**config.mk**
```make
export PLATFORM = sky130hd
export DESIGN_NAME = calc_arbiter
export DESIGN_NICKNAME = d
export VERILOG_FILES = /design/src/rtl/calc_arbiter.sv
export SDC_FILE = /design/constraint.sdc
export NUM_CORES = 1
export LEC_CHECK = 0
export CAP_MARGIN = 5
export CORE_AREA = 2 2 71 80
export CTS_CLUSTER_DIAMETER = 200
export CTS_CLUSTER_SIZE = 30
export DETAILED_ROUTE_END_ITERATION = 12
export DIE_AREA = 0 0 73 82
export PLACE_DENSITY = 0.71
export SYNTH_ARGS = -nofsm -noshare
export SYNTH_HDL_FRONTEND = slang
export SYNTH_SLANG_ARGS = --single-unit
```
**constraint.sdc**
```tcl
create_clock -name clk -period 2.3 [get_ports clk]
set_input_delay 0.69 -clock clk [delete_from_list [all_inputs] [get_ports clk]]
set_output_delay 0.69 -clock clk [all_outputs]
set_load 0.05 [all_outputs]
```
**src/rtl/calc_arbiter.sv**
```systemverilog
// -----------------------------------------------------------------------------
// calc_arbiter
//
// Two-port round-robin arbiter and sequencer in front of a shared 8-bit
// registered calculator (add/sub/mul/shl). One transaction is in flight at a
// time. It walks IDLE -> ISSUE -> CAPTURE -> RESPOND:
//   IDLE    : grant one pending request. On a tie the port named by ptr wins.
//   ISSUE   : pulse calc_enb for one cycle with the latched operands.
//   CAPTURE : latch the calculator's registered result.
//   RESPOND : present the result to the winning port until it is taken.
//             ptr then moves to the other port.
//
// Handshake semantics (both channels): a transfer happens on a rising clk edge
// where valid[i] and ready[i] are both 1. The producer holds valid and its
// payload stable until that edge. The consumer may raise ready without waiting.
//
// Optional feature macro: CALC_ARB_STATS_EN
//   defined   : done_cnt0/done_cnt1 count response handshakes per port
//               (wrapping, cleared by reset).
//   undefined : done_cnt0/done_cnt1 are tied to 0.
//
// Ports:
//   clk        in  clock, rising edge
//   rst        in  asynchronous active-low reset
//   req_valid  in  [1:0]  per-port request valid
//   req_ready  out [1:0]  per-port request accepted
//   req_a      in  [15:0] operand a, [7:0] port 0, [15:8] port 1
//   req_b      in  [15:0] operand b, same packing
//   req_modo   in  [3:0]  mode, [1:0] port 0, [3:2] port 1
//   rsp_valid  out [1:0]  result valid for port i
//   rsp_ready  in  [1:0]  port i takes the result
//   rsp_c      out [7:0]  result data (shared)
//   calc_enb   out        calculator enable
//   calc_a/b   out [7:0]  calculator operands
//   calc_modo  out [1:0]  calculator mode
//   calc_c     in  [7:0]  calculator registered result
//   done_cnt0/1 out [CNT_W-1:0] completion counters
//   dbg_state  out [1:0]  current FSM state (0 IDLE, 1 ISSUE, 2 CAPTURE, 3 RESPOND)
// -----------------------------------------------------------------------------
module calc_arbiter #(
    parameter int CNT_W = 8
) (
    input  logic             clk,
    input  logic             rst,
    input  logic [1:0]       req_valid,
    output logic [1:0]       req_ready,
    input  logic [15:0]      req_a,
    input  logic [15:0]      req_b,
    input  logic [3:0]       req_modo,
    output logic [1:0]       rsp_valid,
    input  logic [1:0]       rsp_ready,
    output logic [7:0]       rsp_c,
    output logic             calc_enb,
    output logic [7:0]       calc_a,
    output logic [7:0]       calc_b,
    output logic [1:0]       calc_modo,
    input  logic [7:0]       calc_c,
    output logic [CNT_W-1:0] done_cnt0,
    output logic [CNT_W-1:0] done_cnt1,
    output logic [1:0]       dbg_state
);

    typedef enum logic [1:0] {
        S_IDLE    = 2'd0,
        S_ISSUE   = 2'd1,
        S_CAPTURE = 2'd2,
        S_RESPOND = 2'd3
    } state_e;

    state_e     state_q, state_d;
    logic       ptr_q, ptr_d;
    logic       gnt_q, gnt_d;
    logic [7:0] op_a_q, op_a_d;
    logic [7:0] op_b_q, op_b_d;
    logic [1:0] op_modo_q, op_modo_d;
    logic [7:0] result_q, result_d;
    logic       win;

    // Winner among pending requests. The pointer only matters when both are
    // pending. With only port 1 pending the answer is simply port 1.
    always_comb begin
        win = (req_valid == 2'b11) ? ptr_q : req_valid[1];
    end

    always_ff @(posedge clk or negedge rst) begin
        if (!rst) begin
            state_q   <= S_IDLE;
            ptr_q     <= 1'b0;
            gnt_q     <= 1'b0;
            op_a_q    <= 8'h00;
            op_b_q    <= 8'h00;
            op_modo_q <= 2'b00;
            result_q  <= 8'h00;
        end else begin
            state_q   <= state_d;
            ptr_q     <= ptr_d;
            gnt_q     <= gnt_d;
            op_a_q    <= op_a_d;
            op_b_q    <= op_b_d;
            op_modo_q <= op_modo_d;
            result_q  <= result_d;
        end
    end

    always_comb begin
        state_d   = state_q;
        ptr_d     = ptr_q;
        gnt_d     = gnt_q;
        op_a_d    = op_a_q;
        op_b_d    = op_b_q;
        op_modo_d = op_modo_q;
        result_d  = result_q;
        req_ready = 2'b00;
        rsp_valid = 2'b00;
        calc_enb  = 1'b0;

        unique case (state_q)
            S_IDLE: begin
                // req_ready is combinational. It is gated by rst so it stays
                // low while reset is held, even though IDLE is the reset state.
                if (rst && (req_valid != 2'b00)) begin
                    req_ready = win ? 2'b10 : 2'b01;
                    gnt_d     = win;
                    op_a_d    = win ? req_a[15:8]   : req_a[7:0];
                    op_b_d    = win ? req_b[15:8]   : req_b[7:0];
                    op_modo_d = win ? req_modo[3:2] : req_modo[1:0];
                    state_d   = S_ISSUE;
                end
            end
            S_ISSUE: begin
                calc_enb = 1'b1;
                state_d  = S_CAPTURE;
            end
            S_CAPTURE: begin
                result_d = calc_c;
                state_d  = S_RESPOND;
            end
            S_RESPOND: begin
                rsp_valid = gnt_q ? 2'b10 : 2'b01;
                if (rsp_ready[gnt_q]) begin
                    ptr_d   = ~gnt_q;
                    state_d = S_IDLE;
                end
            end
            default: state_d = S_IDLE;
        endcase
    end

    assign calc_a    = op_a_q;
    assign calc_b    = op_b_q;
    assign calc_modo = op_modo_q;
    assign rsp_c     = result_q;
    assign dbg_state = state_q;

`ifdef CALC_ARB_STATS_EN
    logic             rsp_hs;
    logic [CNT_W-1:0] cnt0_q, cnt1_q;

    assign rsp_hs = (state_q == S_RESPOND) && rsp_ready[gnt_q];

    always_ff @(posedge clk or negedge rst) begin
        if (!rst) begin
            cnt0_q <= '0;
            cnt1_q <= '0;
        end else if (rsp_hs) begin
            if (gnt_q) begin
                cnt1_q <= cnt1_q + CNT_W'(1);
            end else begin
                cnt0_q <= cnt0_q + CNT_W'(1);
            end
        end
    end

    assign done_cnt0 = cnt0_q;
    assign done_cnt1 = cnt1_q;
`else
    assign done_cnt0 = '0;
    assign done_cnt1 = '0;
`endif

endmodule

```
# Yosys cells after proc, flatten, opt, wreduce, memory -nomap -nowiden
# Index checks and enable logic that the tools add are counted.
[totals]
word_cells = 36
output_inout_bits = 49
input_bits = 50
ff_bits = 30
[op_classes]
n_bitwise = 1
magnitude_cmp = 1
n_mux = 15
n_eq_ne = 6
reduce_logical = 6
[ops]
columns = ["cell", "count"]
rows = [
  ["$mux 2", 8],
  ["$mux 8", 2],
  ["$pmux 2 s4", 1],
  ["$eq 2x2->1 const B", 3],
  ["$reduce_and 2->1", 3],
  ["$mux 1", 4],
  ["$ne 2x2->1 const B", 2],
  ["$eq 2x1->1 const B", 1],
  ["$logic_not 2->1", 1],
  ["$lt 1x2->1 const B", 1],
  ["$reduce_bool 2->1", 1],
  ["$logic_and 1x1->1", 1],
  ["$not 1->1", 1],
]

# Logic depth before layout (Yosys ltp)
[logic_depth]
depth_word = 5
mapped_depth = 7
ltp_nobuf = 5

# Worst setup path after synthesis
# Ideal clock, no wire load.
[synth_timing]
path_kind = "flip-flop to output port"
from = "register state_q[0], in the netlist dbg_state[0]"
to = "output port req_ready[0]"
n_path_buf = 2
arrival_ps = 1732
stages_incl_launch_ff = 7
required_time_ps = 1610
setup_slack_ps = -122
cell_sequence = "dfrtp_1 > inv_1 > ha_1 > and3_1 > buf_6 > buf_6 > and2_2"
[synth_via]
elab_chain_len = 2
[synth_lines]
columns = ["item", "line_no", "text"]
rows = [
  ["from (decl)", "70", "state_e state_q, state_d;"],
  ["from (signal assigned)", "95", "state_q <= state_d;"],
  ["$logic_not 2->1", "117", "unique case (state_q)"],
  ["$mux 2", "117", ""],
  ["to (decl)", "46", "output logic [1:0] req_ready,"],
]
# Every way passes these cells.

# Final worst setup path
[layout_timing]
from = "input port req_valid[0]"
to = "output port req_ready[0]"
[layout_via]
elab_chain_len = 5
elab_cells_between_ends = 7
cone_classes = "eq/ne: 1; mux: 4; reduce/logical: 2"
[layout_lines]
columns = ["item", "line_no", "text"]
rows = [
  ["from (decl)", "45", "input logic [1:0] req_valid,"],
  ["$eq 2x2->1", "82", "win = (req_valid == 2'b11) ? ptr_q : req_valid[1];"],
  ["$mux 1", "82", ""],
  ["$mux 2", "122", "req_ready = win ? 2'b10 : 2'b01;"],
  ["$mux 2 *", "121", "if (rst && (req_valid != 2'b00)) begin"],
  ["$mux 2 *", "117", ""],
]
# Every way passes the cells marked *; elsewhere a longest branch is shown, timed or not.

==> results.yml <==
floorplan:
  pin_count: 99
  initial_core_util_pct: 28.9
  die_w_um: 73
  rows: 28
  die_area_um2: 5990
  fp.dieH_um: 82
  core_um2: 5220
critical_path:
  slowest_stage: "dlygate4sd2_1"
  required_ps: 1610
  critPathLaunchType: "primary input"
  path_delay_family: "buffers and inverters"
  crit_path_max_incr_delay_ps: 320
  cp-end-kind: "output pin"
  path_max_fanout: 4
  worstSetupPathType: "in -> out"
  path_cells: "dlygate4sd2_1, and3_1, and2_4, buf_12"
  critPathBufInv: 2
  critPathArrivalTime_ps: 1550
pwr:
  ir_drop_uv: 439
  power_mw: 3.67
  power.density_nw_per_um2: 1460
  p_leak_nw: 1.14
run_status:
  status: "finished clean"
timing:
  period_needed_ps: 2240
  rsz0062_at_grt: "false"
  finalCritPeriodShare_pct: 97.3
  setup_viol: 0
  drv_slew: 0
  skew_ps: 3.82
  worstMarginPinSlew_ps: 516
  clock.fmax_ghz: 0.447
  hold_viol: 0
  slew_headroom_pct: 65.5
cells_and_area:
  postLayoutCellArea_um2: 2500
  nets: 268
  fin_util_pct: 48.0
  num_antenna_cells: 0
  fin_cells: 275
  syn_to_final_growth_pct: 65.9
  layout-drive-gt1-share_pct: 21.9
clocking:
  cts-buffers-inserted: 5
  path_clk_slew_ps: 60
  tritoncts: "done"
  clock_latency_ps: 280
  root_buffer: "clkbuf_8"
  cts_buffer_depth: 2
  ctsHtreeMaxLevel: 2
  cts_sinks: 30
routing:
  maxUsedRoutingLayer: "met4"
  wl_met2_mm: 2.02
  via_count: 1284
  wl_met3_um: 277
  wl_per_cell_um: 14.5
  totalWireLength_mm: 3.98
  met1_length_mm: 1.65
  drtIter0Drc: 42
  drtPass1Iterations: 4
  drc: 0
  final_antenna_net_count: 0
  routed_via_density: 4.67
synth:
  ys_warn_count: 0
  yosysTopAreaCellShare_pct: 49.7
  synth_seq_cells: 30
  yosysMostFrequentCell: "dfrtp_1"
  synthCells: 125
  syn_area_per_cell_um2: 12.1
  netlist_area_um2: 1510
  synth_area_leaders: "dfrtp_1, a221o_1, buf_4"
  synth_top_flop_cell: "dfrtp_1"
  synth_top_cell_by_area: "dfrtp_1"
  synth_edf_count: 0
  ys_types: 26
  ys_top_cells_by_count: "dfrtp_1, a221o_1, buf_4"
  yosysSeqAreaShare_pct: 49.7
  async_flop_share_pct: 100
placement:
  dp_hpwl_mm: 2.87
  io_buffers: 82
  placed_area_um2: 2390
  placedCellCount: 267
  place.gp.congestion: 0.693
grt:
  antenna_found_initial: 0
  grt_max_degree: 31
  grtUsageTotal_pct: 13.7
  gr-total-overflow: 0
  grt_pass1_wl_mm: 6.04
  grt_pass1_vias: 1234
job:
  drv_cap: 0
min_path:
  hold_path_class: "in -> async"
==> power breakdown <==
group          leakage [nW]  switching, mW  total, mW  internal [mW]
Sequential            0.362          0.159      0.945          0.786
Clock                0.0482          0.195      0.436          0.241
Combinational         0.733           1.39       2.28          0.891
==> what timing repair did <==
action | CTS | global route
hold buffers | 0 | 0
endpoints found under the setup margin | 2 | 2
setup buffers | 0 | 0
resized for setup | 5 | 2
==> layout make-up <==
| cell class | count | area [µm²] |
|---|---|---|
| Timing Repair Buffer | 89 | 903 |
| Inverter | 4 | 15.0 |
| Clock inverter | 1 | 5.00 |
| Fill cell | 498 | 2720 |
| Clock buffer | 7 | 86.3 |
| Tap cell | 60 | 75.1 |
| Multi-Input combinational cell | 84 | 667 |
| Sequential cell | 30 | 753 |
==> state kept, by name (all words and copies together), names as in the netlist <==
register,flops
calc_a,8
dbg_state,2
ptr_q,1
rsp_c,8
gnt_q,1
calc_modo,2
calc_b,8
==> worst reg2reg max path, cell delays in order (launching register included) <==
cell     delay (ps)
dfrtp_2         400
inv_1            90
ha_4            190
and3_1          160
buf_4           200
and3_2          230
a221o_1         280
==> cell families (layout without fill, tap and decap cells) <==
group / count (synthesis) / count (layout) / synth area share (%)
compound gates: 26 / 26 / 15.7
fa+ha+maj: 4 / 4 / 3.31
buf+inv: 26 / 101 / 11.8
flops: 30 / 30 / 49.7
mux: 10 / 10 / 7.37
other cells: 1 / 16 / 0.248
simple gates: 28 / 28 / 11.8
==> placed cells by master (no fill, tap or decap), types with 2 or more instances in the layout <==
cell type,n
o21ai_0,2
mux2_2,9
a21oi_1,2
buf_4,8
nand2_1,4
a221o_1,18
dfrtp_2,2
ha_1,3
buf_12,4
and3_2,9
clkdlybuf4s50_1,74
clkbuf_8,6
conb_1,16
dfrtp_1,28
and3_1,9
dlygate4sd2_1,2
inv_1,4
==> per-stage QoR <==
stage	hold WS (ps)	worst slack (ps)	TNS, ps
global placement	490	-153	-241
finish	213	62.8	0
global route	210	12.4	0
floorplan	394	45.5	0
CTS	210	8.73	0
detailed placement	497	-169	-250
==> per-layer routing <==
metal,vias up,track usage (%)
met2,54,22.4
met3,4,4.66
met4,0,4.63
met5,-,0
met1,619,16.8
li1,607,-
==> worst paths after layout <==
path	endpoint	slack [ps]	cells past startpoint	from
max	req_ready[0]	60	4	req_valid[0]
min	gnt_q$_DFFE_PN0P_	210	1	rst
max reg2reg	calc_modo[0]$_DFFE_PN0P_	640	6	dbg_state[0]$_DFFE_PN0P_
min reg2reg	rsp_c[4]$_DFFE_PN0N_	510	1	rsp_c[4]$_DFFE_PN0N_
max in group asynchronous	dbg_state[0]$_DFFE_PN0P_	1490	2	rst
min in group clk	rsp_c[4]$_DFFE_PN0N_	510	1	rsp_c[4]$_DFFE_PN0N_
Note: power is estimated with default switching activity, not from simulation.
